--- config.mk ---
export PLATFORM = sky130hd
export DESIGN_NAME = change_dispenser
export DESIGN_NICKNAME = d
export VERILOG_FILES = /design/src/rtl/change_dispenser.sv
export SDC_FILE = /design/constraint.sdc
export NUM_CORES = 1
export LEC_CHECK = 0
export BUFFER_PORTS_ARGS = -buffer_cell sky130_fd_sc_hd__buf_2
export CORE_ASPECT_RATIO = 0.7
export CORE_UTILIZATION = 50
export CTS_BUF_LIST = sky130_fd_sc_hd__clkbuf_4 sky130_fd_sc_hd__clkbuf_8
export DETAILED_ROUTE_END_ITERATION = 16
export PLACE_DENSITY = 0.74
export SYNTH_ARGS = -nofsm -noshare
export SYNTH_HDL_FRONTEND = slang
export SYNTH_SLANG_ARGS = --single-unit
--- constraint.sdc ---
create_clock -name clk -period 6.2 [get_ports clk]
set_clock_uncertainty 0.05 [all_clocks]
set_input_delay 0.62 -clock clk [delete_from_list [all_inputs] [get_ports clk]]
set_output_delay 0.62 -clock clk [all_outputs]
set_load 0.02 [all_outputs]
--- src/rtl/change_dispenser.sv ---
// -----------------------------------------------------------------------------
// change_dispenser
//
// Returns change as quarters, dimes and nickels. A request is taken in IDLE,
// coins are released one per accepted cycle of the coin mechanism using a
// greedy largest-coin-first choice, and the request ends with a single-cycle
// done pulse. Each coin kind has its own 8-bit inventory. An inventory is
// loaded to INV_MAX on reset, and again on refill.
//
// Parameters
//   INV_MAX     : coins held by each inventory after reset or refill (1..255)
//
// Ports
//   clk         : single clock, rising-edge active
//   reset_n     : asynchronous active-low reset
//   start       : request to dispense 'amount', sampled only in IDLE
//   amount      : change to return in cents (0..511), unsigned
//   disp_ready  : coin mechanism can accept a coin this cycle
//   refill      : reload all inventories to INV_MAX, honoured only in IDLE
//   quarter_out : one-cycle pulse releasing one quarter
//   dime_out    : one-cycle pulse releasing one dime
//   nickel_out  : one-cycle pulse releasing one nickel
//   busy        : high whenever the controller is not in IDLE
//   done        : one-cycle pulse at the end of every accepted request
//   err         : last request failed; held until the next accepted start
//   remaining   : cents not yet dispensed
// -----------------------------------------------------------------------------
module change_dispenser #(
  parameter int unsigned INV_MAX = 20
) (
  input  logic       clk,
  input  logic       reset_n,
  input  logic       start,
  input  logic [8:0] amount,
  input  logic       disp_ready,
  input  logic       refill,
  output logic       quarter_out,
  output logic       dime_out,
  output logic       nickel_out,
  output logic       busy,
  output logic       done,
  output logic       err,
  output logic [8:0] remaining
);

  typedef enum logic [1:0] {
    IDLE = 2'd0,
    DISP = 2'd1,
    DONE = 2'd2
  } state_t;

  localparam logic [7:0] INV_INIT = 8'(INV_MAX);

  localparam logic [8:0] QUARTER_C = 9'd25;
  localparam logic [8:0] DIME_C    = 9'd10;
  localparam logic [8:0] NICKEL_C  = 9'd5;

  // Only whole nickels can be paid out; anything else is rejected up front.
  function automatic logic is_payable(input logic [8:0] cents);
    is_payable = ((cents % 9'd5) == 9'd0);
  endfunction

  // Registered state
  state_t     state_r;
  logic [8:0] rem_r;
  logic [7:0] inv_q_r;
  logic [7:0] inv_d_r;
  logic [7:0] inv_n_r;
  logic       q_out_r;
  logic       d_out_r;
  logic       n_out_r;
  logic       busy_r;
  logic       done_r;
  logic       err_r;

  // Next-state values
  state_t     state_s;
  logic [8:0] rem_s;
  logic [7:0] inv_q_s;
  logic [7:0] inv_d_s;
  logic [7:0] inv_n_s;
  logic       q_out_s;
  logic       d_out_s;
  logic       n_out_s;
  logic       busy_s;
  logic       done_s;
  logic       err_s;

  // Next-state, inventory and coin-selection logic
  always_comb begin
    state_s = state_r;
    rem_s   = rem_r;
    inv_q_s = inv_q_r;
    inv_d_s = inv_d_r;
    inv_n_s = inv_n_r;
    err_s   = err_r;
    q_out_s = 1'b0;
    d_out_s = 1'b0;
    n_out_s = 1'b0;

    case (state_r)
      IDLE: begin
        // Refill and start may land on the same edge; the request then
        // dispenses from the refilled stock because DISP starts next cycle.
        if (refill) begin
          inv_q_s = INV_INIT;
          inv_d_s = INV_INIT;
          inv_n_s = INV_INIT;
        end else begin
          inv_q_s = inv_q_r;
        end
        if (start) begin
          rem_s = amount;
          if (is_payable(amount)) begin
            err_s   = 1'b0;
            state_s = DISP;
          end else begin
            err_s   = 1'b1;
            state_s = DONE;
          end
        end else begin
          state_s = IDLE;
        end
      end

      DISP: begin
        if (rem_r == 9'd0) begin
          state_s = DONE;
        end else if (disp_ready) begin
          // Greedy with no backtracking: a fault is reported even when a
          // different coin mix could have paid the amount.
          if ((rem_r >= QUARTER_C) && (inv_q_r != 8'd0)) begin
            q_out_s = 1'b1;
            rem_s   = rem_r - QUARTER_C;
            inv_q_s = inv_q_r - 8'd1;
          end else if ((rem_r >= DIME_C) && (inv_d_r != 8'd0)) begin
            d_out_s = 1'b1;
            rem_s   = rem_r - DIME_C;
            inv_d_s = inv_d_r - 8'd1;
          end else if ((rem_r >= NICKEL_C) && (inv_n_r != 8'd0)) begin
            n_out_s = 1'b1;
            rem_s   = rem_r - NICKEL_C;
            inv_n_s = inv_n_r - 8'd1;
          end else begin
            // Out of usable coins: remaining stays at the unpaid value.
            err_s   = 1'b1;
            state_s = DONE;
          end
        end else begin
          state_s = DISP;
        end
      end

      DONE: begin
        state_s = IDLE;
      end

      default: begin
        state_s = IDLE;
      end
    endcase

    // Status outputs are registered from the state being entered so they
    // line up exactly with the state register.
    busy_s = (state_s != IDLE);
    done_s = (state_s == DONE);
  end

  // State, datapath and registered output flops
  always_ff @(posedge clk or negedge reset_n) begin
    if (!reset_n) begin
      state_r <= IDLE;
      rem_r   <= 9'd0;
      inv_q_r <= INV_INIT;
      inv_d_r <= INV_INIT;
      inv_n_r <= INV_INIT;
      q_out_r <= 1'b0;
      d_out_r <= 1'b0;
      n_out_r <= 1'b0;
      busy_r  <= 1'b0;
      done_r  <= 1'b0;
      err_r   <= 1'b0;
    end else begin
      state_r <= state_s;
      rem_r   <= rem_s;
      inv_q_r <= inv_q_s;
      inv_d_r <= inv_d_s;
      inv_n_r <= inv_n_s;
      q_out_r <= q_out_s;
      d_out_r <= d_out_s;
      n_out_r <= n_out_s;
      busy_r  <= busy_s;
      done_r  <= done_s;
      err_r   <= err_s;
    end
  end

  assign quarter_out = q_out_r;
  assign dime_out    = d_out_r;
  assign nickel_out  = n_out_r;
  assign busy        = busy_r;
  assign done        = done_r;
  assign err         = err_r;
  assign remaining   = rem_r;

endmodule

Yosys cells after proc, flatten, opt, wreduce, memory -nomap -nowiden
Index checks and enable logic that the tools add are counted.

storage, ports and cells
  bits in registers = 41
  word-level logic and storage cells = 104
  bits of input ports = 14

cells by class
  equality and inequality tests = 13
  mux-type cells = 54
  order comparisons = 3
  div/mod/pow operators = 1
  add/sub/neg operators = 6
  reduce and logical (&&, ||, !) cells = 16

operators with widths
  cell                                                                     count
  8-bit 2-to-1 mux                                                         13
  9-bit 2-to-1 mux                                                         6
  8-bit one-hot mux with 2 select lines                                    3
  8-bit nonzero test                                                       3
  8-bit by 1-bit subtractor with 8-bit output (second input constant)      3
  1-bit 2-to-1 mux                                                         22
  2-bit inequality test (second input constant)                            10
  9-bit logical NOT                                                        2
  9-bit one-hot mux with 2 select lines                                    1
  2-bit 2-to-1 mux                                                         7
  7-bit AND reduction                                                      2
  5-bit AND reduction                                                      2
  9-bit by 3-bit >= comparator with 1-bit output (second input constant)   1
  9-bit by 4-bit >= comparator with 1-bit output (second input constant)   1
  9-bit by 5-bit >= comparator with 1-bit output (second input constant)   1
  9-bit by 3-bit remainder unit with 9-bit output (second input constant)  1
  9-bit by 3-bit subtractor with 9-bit output (second input constant)      1
  9-bit by 4-bit subtractor with 9-bit output (second input constant)      1
  9-bit by 5-bit subtractor with 9-bit output (second input constant)      1
  6-bit AND reduction                                                      1
  4-bit inequality test (second input constant)                            1
  2-bit one-hot mux with 2 select lines                                    1
  2-bit nonzero test                                                       2
  1-bit logical AND                                                        3
  other kinds (4)                                                          4

Longest topological paths before layout
Gate-level depths: netlist of run 1.

  depth in word-level cells = 9
  mapped depth = 10
  mapped depth without buffers = 9

Worst setup path before layout of run 1
No wires, ideal clock.

  kind = reg-to-reg
  from = register rem_r[1], in the netlist remaining[1]
  to = register rem_r[7], in the netlist remaining[7]
  slack = 3,505 ps
  period minus slack after synthesis = 2,695 ps
  stages on the path, launching flop included = 10
  path buffers = 0
  arrival = 2,541 ps
  data required time = 6,046 ps
  cells stage by stage = dfrtp_1 inv_1 ha_1 a21bo_2 and3_1 o21a_4 a221oi_2 a221o_1 or3_1 a221oi_1

on the way
  cells in the longest elaborated chain, start to end = 7
  elaborated cells between the ends (all ways) = 19

RTL lines
  item                                                                                                           line      RTL
  from (decl)                                                                                                    65        logic [8:0] rem_r;
  from (signal assigned)                                                                                         185       rem_r <= rem_s;
  9-bit by 3-bit subtractor with 9-bit output or 9-bit by 4-bit >= comparator with 1-bit output (tied branches)  142, 136
  9-bit 2-to-1 mux or 1-bit logical AND (tied branches)                                                          140, 136
  9-bit 2-to-1 mux                                                                                               136       end else if ((rem_r >= DIME_C) && (inv_d_r != 8'd0)) begin
  9-bit 2-to-1 mux                                                                                               132       if ((rem_r >= QUARTER_C) && (inv_q_r != 8'd0)) begin
  9-bit 2-to-1 mux                                                                                               129       end else if (disp_ready) begin
  9-bit 2-to-1 mux                                                                                               127       if (rem_r == 9'd0) begin
  9-bit one-hot mux with 2 select lines                                                                          101       case (state_r)

Several ways; a longest one is shown, not always the timed one. The select of a mux whose other input is x is not followed.
A chain may end at the register's enable or synchronous reset.

Final worst setup path of run 1
  from = register rem_r[1], in the netlist remaining[1]
  to = register inv_q_r[7]

on the way
  cells in the longest elaborated chain, start to end = 4
  elaborated cells between the ends (all ways) = 6

RTL lines
  item                                            line  RTL
  9-bit by 5-bit >= comparator with 1-bit output  132
  1-bit logical AND                               132
  2-bit inequality test (no line)                 --
  5-bit AND reduction (no line) *                 --
  to (signal assigned)                            186   inv_q_r <= inv_q_s;
  to (decl)                                       66    logic [7:0] inv_q_r;

Every way passes the cells marked *; elsewhere a longest branch is shown, timed or not.

==> flow_summary.ini, run 1 <==
[logic_synthesis]
syn_inst = 370
syn_nets = 398
synth_edf_count = 0
synth_common_cells = nor2_1, dfrtp_1, nand2_1, a21oi_1, nand3_1
synth.top_cell.area_share = 0.2772
syn_avg_cell_area_um2 = 8.539
synthesis.area_um2 = 3159
ys_ff_latch = 41
synth_most_common_cell = nor2_1
netlist-cell-type-count = 75
ys.flop_type = dfrtp_1
yosysTopAreaCell = dfrtp_1
synthTopCellsByArea = dfrtp_1, ha_1, nor2_1, dfstp_2, xor2_1
yosysWarnings = 0
async_reset_ff_frac = 1.000
ys_seq_area_frac = 0.3271

[setup_path]
cp_top_family = compound AO/OA/AOI/OAI gates
crit_path_top_delay_cell = a21boi_0
required_ns = 6.35
criticalPathCategory = reg -> reg
critPathLaunch = remaining[1]
critPathMaxStageDelay_ns = 0.64
worstPathCellList = inv_1, ha_1, or3b_2, o311ai_1, a21oi_1, a21boi_0, nand3_1, xor2_1, nor2_1
crit_buf_inv = 1
crit_path_end_kind = flop
worstSetupStartpointType = flop
arrival_ns = 3.14
r2r_start = remaining[1]
crit_fanout = 11

[global_route]
gr-total-overflow = 0
grt_use_total = 0.2416
grt_max_degree = 42
grt_pass1_wl_um = 12810
first_global_vias = 2501
grt_antenna_before_repair = 0

[cells_and_area]
ff_latch_area_um2 = 1033
drive_gt1_frac = 0.1517
multi_input_area_um2 = 1973
finalNonFillerCells = 464
nNetsFinal = 416
syn_to_final_growth_pct = 8.475
diodes = 0
utilization = 0.5809
fill_cells = 515

[cts]
cts_setup_buffers = 0
cts-resized-gates = 0
cts_root_buf = clkbuf_8
ctsHtreeMaxLevel = 2
cts.sinks = 41
tritoncts = done
cts_buffers = 5
clk_path_buf_depth = 2
path_clk_slew_ns = 0.09
cts_hold_buf = 0
clock_latency_ns = 0.31

[hold_path]
hp-class = in -> async

[placement]
io_buffers = 28
dp_cells = 456
dp_hpwl_um = 5618
gp_congestion = 0.9578

[route]
detail_route.iter0.violations = 414
via_per_inst = 6.241
drt_pass1_iterations = 5
num_vias = 2896
drc = 0
wl_per_cell_um = 16.64
totalWireLength_um = 7720
drtAntennaViolNets = 0

[run]
max_cap_violations = 0

[sta]
slew_viol_final = 0
final.period_utilization = 0.4819
rsz0062_at_grt = false
fmax_mhz = 334.7
setup_violations = 0
finalHoldViolations = 0
slew_headroom = 0.3875
tightest_slew_ns = 0.9187
fin_tns_setup_ns = 0
min_period_ns = 2.988

[status]
outcome = finished, final reports clean

[floorplan]
start_util = 0.5355
die_h_um = 68.51
core_um2 = 5899
pin_count = 29
die-area_um2 = 6645
rows = 23
die_x_um = 97.01

[power]
power_density_nw_per_um2 = 387.7
power_leakage_nw = 1.424
vdd_drop_max_mv = 0.2470
==> cell families (layout without fill, tap and decap cells) <==
| kind of cell | count (synthesis) | count (layout) | share of synthesized area |
|---|---|---|---|
| fa+ha+maj | 14 | 14 | 0.05545 |
| buf+inv | 34 | 53 | 0.04831 |
| flops | 41 | 41 | 0.3271 |
| mux | 4 | 4 | 0.01307 |
| xor+xnor | 22 | 22 | 0.06337 |
| simple gates | 150 | 150 | 0.2463 |
| compound gates | 105 | 105 | 0.2463 |
==> power breakdown <==
| part | internal [mW] | switching [mW] |
|---|---|---|
| Sequential | 0.353 | 0.114 |
| Clock | 0.121 | 0.100 |
| Combinational | 0.244 | 0.397 |
| Total | 0.717 | 0.611 |
==> cell type report <==
| cell class | instances | area share |
|---|---|---|
| tap | 75 | 0.02738 |
| clock buffer | 5 | 0.02008 |
| sequential | 41 | 0.3016 |
| multi-input combinational | 295 | 0.5758 |
| inverter | 15 | 0.01643 |
| clock inverter | 3 | 0.01351 |
| timing repair buffer | 30 | 0.04527 |
==> path summary, 6_finish.rpt <==
path	to	slack [ns]	cells past startpoint
setup / recovery	inv_q_r[7]	3.21	9
hold / removal	inv_n_r[6]	0.40	1
setup reg to reg	inv_q_r[7]	3.21	9
hold reg to reg	inv_q_r[5]	0.50	2
max in group asynchronous	remaining[6]	5.13	1
min in group clk	inv_q_r[5]	0.50	2
==> through the flow <==
stage | setup slack (ns) | power [mW] | cell area, um^2 | hold WS (ns)
detailed placement | 3.277 | 1.102 | 3312 | 0.4806
CTS | 3.270 | 1.326 | 3427 | 0.4261
floorplan | 3.505 | 0.9379 | 3159 | 0.2744
global route | 2.982 | 1.435 | 3427 | 0.4625
global placement | 3.284 | 1.092 | 3312 | 0.4647
finish | 3.212 | 1.329 | 3427 | 0.3969
==> sequential cells by signal, summed over array words and instances (netlist names), 2 cells and up <==
signal,flops
state_r,2
inv_d_r,8
inv_q_r,8
remaining,9
inv_n_r,8
==> routing by layer <==
| layer | vias up | track usage | share of wire |
|---|---|---|---|
| met5 | - | 0 | 0 |
| met4 | 0 | 0.05224 | 0.0088 |
| met3 | 11 | 0.04940 | 0.085 |
| met2 | 126 | 0.3415 | 0.40 |
| met1 | 1356 | 0.3748 | 0.51 |
| li1 | 1403 | - | - |
==> layout by cell type (no fill, tap or decap), types with 3 or more instances in the layout <==
| cell | netlist | layout |
|---|---|---|
| nor2_1 | 43 | 43 |
| dfrtp_1 | 35 | 35 |
| buf_2 | 5 | 28 |
| nand2_1 | 25 | 25 |
| a21oi_1 | 22 | 22 |
| nand3_1 | 19 | 19 |
| inv_1 | 15 | 15 |
| xor2_1 | 15 | 15 |
| ha_1 | 14 | 14 |
| o21ai_0 | 11 | 11 |
| nand2b_1 | 9 | 9 |
| o22ai_1 | 9 | 9 |
| nor2b_1 | 8 | 8 |
| nor4_1 | 7 | 7 |
| nor3_1 | 7 | 7 |
| a211oi_1 | 6 | 6 |
| xnor2_1 | 6 | 6 |
| dfstp_2 | 6 | 6 |
| or3_1 | 5 | 5 |
| clkbuf_8 | 0 | 5 |
| a221oi_1 | 4 | 4 |
| o211ai_1 | 4 | 4 |
| a2bb2oi_1 | 4 | 4 |
| and3_1 | 4 | 4 |
| nand4_1 | 4 | 4 |
| nor3b_1 | 3 | 3 |
| nand3b_1 | 3 | 3 |
| mux2i_1 | 3 | 3 |
| a21o_1 | 3 | 3 |
| o21ai_1 | 3 | 3 |
No activity file was read; power rests on OpenSTA's default activity.
==> run 2, diff against run 1 <==
- PLACE_DENSITY: 0.74 -> 0.77
- clock period: 6.2 -> 2.6 ns (I/O delays scaled with it)
==> flow_summary.ini, run 2 (synthesized netlist as in run 1, its figures left out) <==
[status]
outcome = finished, final reports clean

[power]
power_density_nw_per_um2 = 966.0
total_power_mw = 3.620
vdd_drop_max_mv = 0.7836
power_leakage_nw = 1.603

[cts]
tritoncts = done
path_clk_slew_ns = 0.08
cts_root_buf = clkbuf_8
ctsHtreeMaxLevel = 2
cts_buffers = 5
clk_path_buf_depth = 2
cts.sinks = 41
clock_latency_ns = 0.30

[sta]
fin_tns_setup_ns = 0
final.period_utilization = 0.9795
min_period_ns = 2.547
finalHoldViolations = 0
tightest_slew_ns = 0.9268
setup_violations = 0
slew_headroom = 0.3821
slew_viol_final = 0
fmax_mhz = 392.7

[global_route]
grt_pass1_wl_um = 13710
gr-total-overflow = 0
grt_max_degree = 42
first_global_vias = 2746
grt_antenna_before_repair = 0
grt_use_total = 0.2604

[cells_and_area]
layout_common_cells = nor2_1, dfrtp_1, buf_4, buf_2, nand2_1
diodes = 0
largest_reg_flops = 9
drive_gt1_frac = 0.2452
utilization = 0.6352
final_common_cell = nor2_1
nNetsFinal = 447
syn_to_final_growth_pct = 18.61

[floorplan]
start_util = 0.5355
pin_count = 29
die_x_um = 97.01
rows = 23
die-area_um2 = 6645
core_um2 = 5899
die_h_um = 68.51

[hold_path]
hp-class = in -> async

[setup_path]
worstPathCellList = inv_2, ha_1, or3b_1, a21oi_2, o21a_4, a221oi_2, a221o_1, or3_1, a221oi_2
worstSetupStartpointType = flop
crit_fanout = 4
crit_top_cell = a221oi_2
required_ns = 2.76
crit_path_end_kind = flop
crit_path_top_delay_cell = dfrtp_1
arrival_ns = 2.70
criticalPathCategory = reg -> reg
critPathMaxStageDelay_ns = 0.39

[placement]
gp_congestion = 0.9397
dp_hpwl_um = 6209
io_buffers = 28

[route]
wl_met3_um = 861
wl_met2_um = 3548
via_per_inst = 6.301
drtAntennaViolNets = 0
drc = 0
wl_per_cell_um = 17.18
highest_layer = met4
num_vias = 3119
drt_pass1_iterations = 5
totalWireLength_um = 8503
met1Wirelength_um = 4032
detail_route.iter0.violations = 242

[run]
max_cap_violations = 0
-- run 2: cell type report --
type,count,area (um^2)
clock buffers,5,68.82
repair buffers,61,416.7
inverters,15,56.30
fillers,481,2152
clock inverters,3,65.06
well taps,75,93.84
flip-flops and latches,41,1036
multi-input cells,295,2011
-- run 2: timing repair --
action | CTS | global route
buffers inserted | 0 | 5
hold buffers | 0 | 0
pin swaps | 2 | 5
gates resized for setup | 4 | 10
setup endpoints to repair | 2 | 20
-- run 2: worst paths after layout --
| check | startpoint | endpoint | slack (ns) | cells past startpoint |
|---|---|---|---|---|
| worst max-delay path | remaining[0] | remaining[7] | 0.05 | 9 |
| worst min-delay path | reset_n | done | 0.05 | 1 |
| worst max register to register | remaining[0] | remaining[7] | 0.05 | 9 |
| worst min register to register | inv_d_r[1] | inv_d_r[1] | 0.49 | 2 |
| max in group asynchronous | reset_n | remaining[1] | 1.82 | 1 |
| min in group clk | disp_ready | nickel_out | 0.20 | 3 |
-- run 2: metal layers --
layer	vias up	track usage
li1	1457	-
met1	1472	0.3943
met2	176	0.3812
met3	14	0.05040
met4	0	0.06157
met5	-	0
-- run 2: worst max-delay path, delay by kind of cell, from the launching register on --
| family | cells | cell delay [ns] |
|---|---|---|
| AO/OA/AOI/OAI | 5 | 1.05 |
| AND/OR/NAND/NOR | 2 | 0.73 |
| flip-flops | 1 | 0.39 |
| adder cells (fa/ha/maj) | 1 | 0.14 |
| buffers and inverters | 1 | 0.08 |
-- run 2: power by group --
| group | leakage, nW | total [mW] | switching, mW | internal [mW] |
|---|---|---|---|---|
| sequential | 0.511 | 1.07 | 0.229 | 0.846 |
| clock | 0.0681 | 0.611 | 0.230 | 0.381 |
| combinational | 1.02 | 1.93 | 1.14 | 0.796 |
| total | 1.60 | 3.62 | 1.60 | 2.02 |
-- run 2: through the flow --
step	worst slack [ns]	std cells	hold slack (ns)	cell area, um^2
2_1_floorplan	0.02452	370	-0.08559	3162
3_3_place_gp	0.03787	482	0.4004	3535
3_5_place_dp	-0.07619	482	0.4053	3535
4_1_cts	0.004935	490	0.07405	3684
5_1_grt	-0.004130	495	0.1162	3747
6_report	0.05320	495	0.04609	3747
==> run 3, diff against run 2 <==
- CORE_MARGIN: not set -> 2
- CORE_UTILIZATION: 50 -> 40
- PLACE_DENSITY: 0.77 -> 0.65
==> flow_summary.ini, run 3 (synthesized netlist as in run 1, its figures left out) <==
[status]
outcome = finished, final reports clean

[cts]
cts_buffers = 5
cts.sinks = 41
clk_path_buf_depth = 2
cts_root_buf = clkbuf_8
ctsHtreeMaxLevel = 2
path_clk_slew_ns = 0.08
clock_latency_ns = 0.29
cts_hold_buf = 0
tritoncts = done

[global_route]
first_global_vias = 2729
grt_pass1_wl_um = 13740
gr-total-overflow = 0
grt_max_degree = 42
grt_antenna_before_repair = 0
grt_use_total = 0.2028

[floorplan]
start_util = 0.4066
die-area_um2 = 8636
die_h_um = 78.36
core_um2 = 7770
pin_count = 29
die_x_um = 110.2
rows = 27

[setup_path]
arrival_ns = 2.69
worstSetupStartpointType = flop
criticalPathCategory = reg -> reg
crit_fanout = 5
required_ns = 2.76
crit_path_end_kind = flop

[power]
vdd_drop_max_mv = 0.4728
power_leakage_nw = 1.601
power_density_nw_per_um2 = 932.8

[route]
wl_per_cell_um = 16.08
met1Wirelength_um = 4371
drt_pass1_iterations = 5
detail_route.iter0.violations = 246
wl_met2_um = 3417
totalWireLength_um = 8442
drtAntennaViolNets = 0
highest_layer = met4
wl_met3_um = 600
via_per_inst = 5.768
num_vias = 3028
drc = 0

[placement]
gp_congestion = 0.9438
dp_hpwl_um = 6446
place_ws_ns = 0.03791
io_buffers = 28
placed_area_um2 = 3595

[sta]
slew_headroom = 0.3827
fin_tns_setup_ns = 0
fmax_mhz = 394.7
final.period_utilization = 0.9745
hold_slack_ns = 0.04714
slew_viol_final = 0
setup_violations = 0
fin_ws_ns = 0.06636
tightest_slew_ns = 0.9259
rsz0062_at_grt = true
finalHoldViolations = 0
min_period_ns = 2.534

[cells_and_area]
final_common_cell = nor2_1
layout_common_cells = nor2_1, buf_4, dfrtp_1, buf_2, nand2_1
nNetsFinal = 451
stdcell_area_um2 = 3757
syn_to_final_growth_pct = 18.93
utilization = 0.4836
diodes = 0
fill_cells = 761
largest_reg_flops = 9
drive_gt1_frac = 0.2524
multi_input_area_um2 = 2001
ff_latch_area_um2 = 1036

[run]
max_cap_violations = 0

[hold_path]
hp-class = in -> async
run 3: per-stage QoR:
| step | power, mW | instances |
|---|---|---|
| 2_1_floorplan | 2.240 | 370 |
| 3_5_place_dp | 2.874 | 515 |
| 3_3_place_gp | 2.844 | 515 |
| 4_1_cts | 3.427 | 523 |
| 6_report | 3.505 | 525 |
| 5_1_grt | 3.784 | 525 |
run 3: worst max-delay path, stage by stage (launching register included):
cell	delay [ns]
dfrtp_1	0.39
inv_2	0.09
ha_1	0.13
or3b_4	0.38
a21oi_2	0.16
o21a_2	0.24
a221oi_2	0.09
a221o_1	0.31
or3_1	0.34
a221oi_2	0.26
run 3: path summary, 6_finish.rpt:
check                                   from            to  slack, ns  depth (start not counted)
min in group clk                       start           err       0.28                          3
worst max register to register  remaining[0]  remaining[7]       0.07                          9
worst min register to register    inv_d_r[0]    inv_d_r[0]       0.49                          1
max in group asynchronous            reset_n  remaining[2]       1.80                          1
worst min-delay path                 reset_n          busy       0.05                          1
worst max-delay path            remaining[0]  remaining[7]       0.07                          9
run 3: final cells by class:
type,count,area share
clock buffers,7,0.02398
clock inverters,1,0.007992
inverters,15,0.01499
multi-input cells,295,0.5325
flip-flops and latches,41,0.2757
well taps,101,0.03363
repair buffers,65,0.1112
run 3: timing repair:
| item | 4_1_cts | 5_1_grt |
|---|---|---|
| setup buffers | 0 | 2 |
| endpoints found under the setup margin | 0 | 14 |
| resized for setup | 0 | 11 |
run 3: layer usage:
metal	track usage	vias up
met3	0.04734	7
met1	0.3248	1454
li1	-	1472
met2	0.2730	95
met5	0	-
met4	0.03625	0
run 3: report_power, final:
part / leakage [nW] / switching (mW) / internal (mW) / total, mW
logic: 1.03 / 1.12 / 0.798 / 1.92
clock network: 0.0619 / 0.221 / 0.324 / 0.544
registers: 0.511 / 0.200 / 0.845 / 1.04
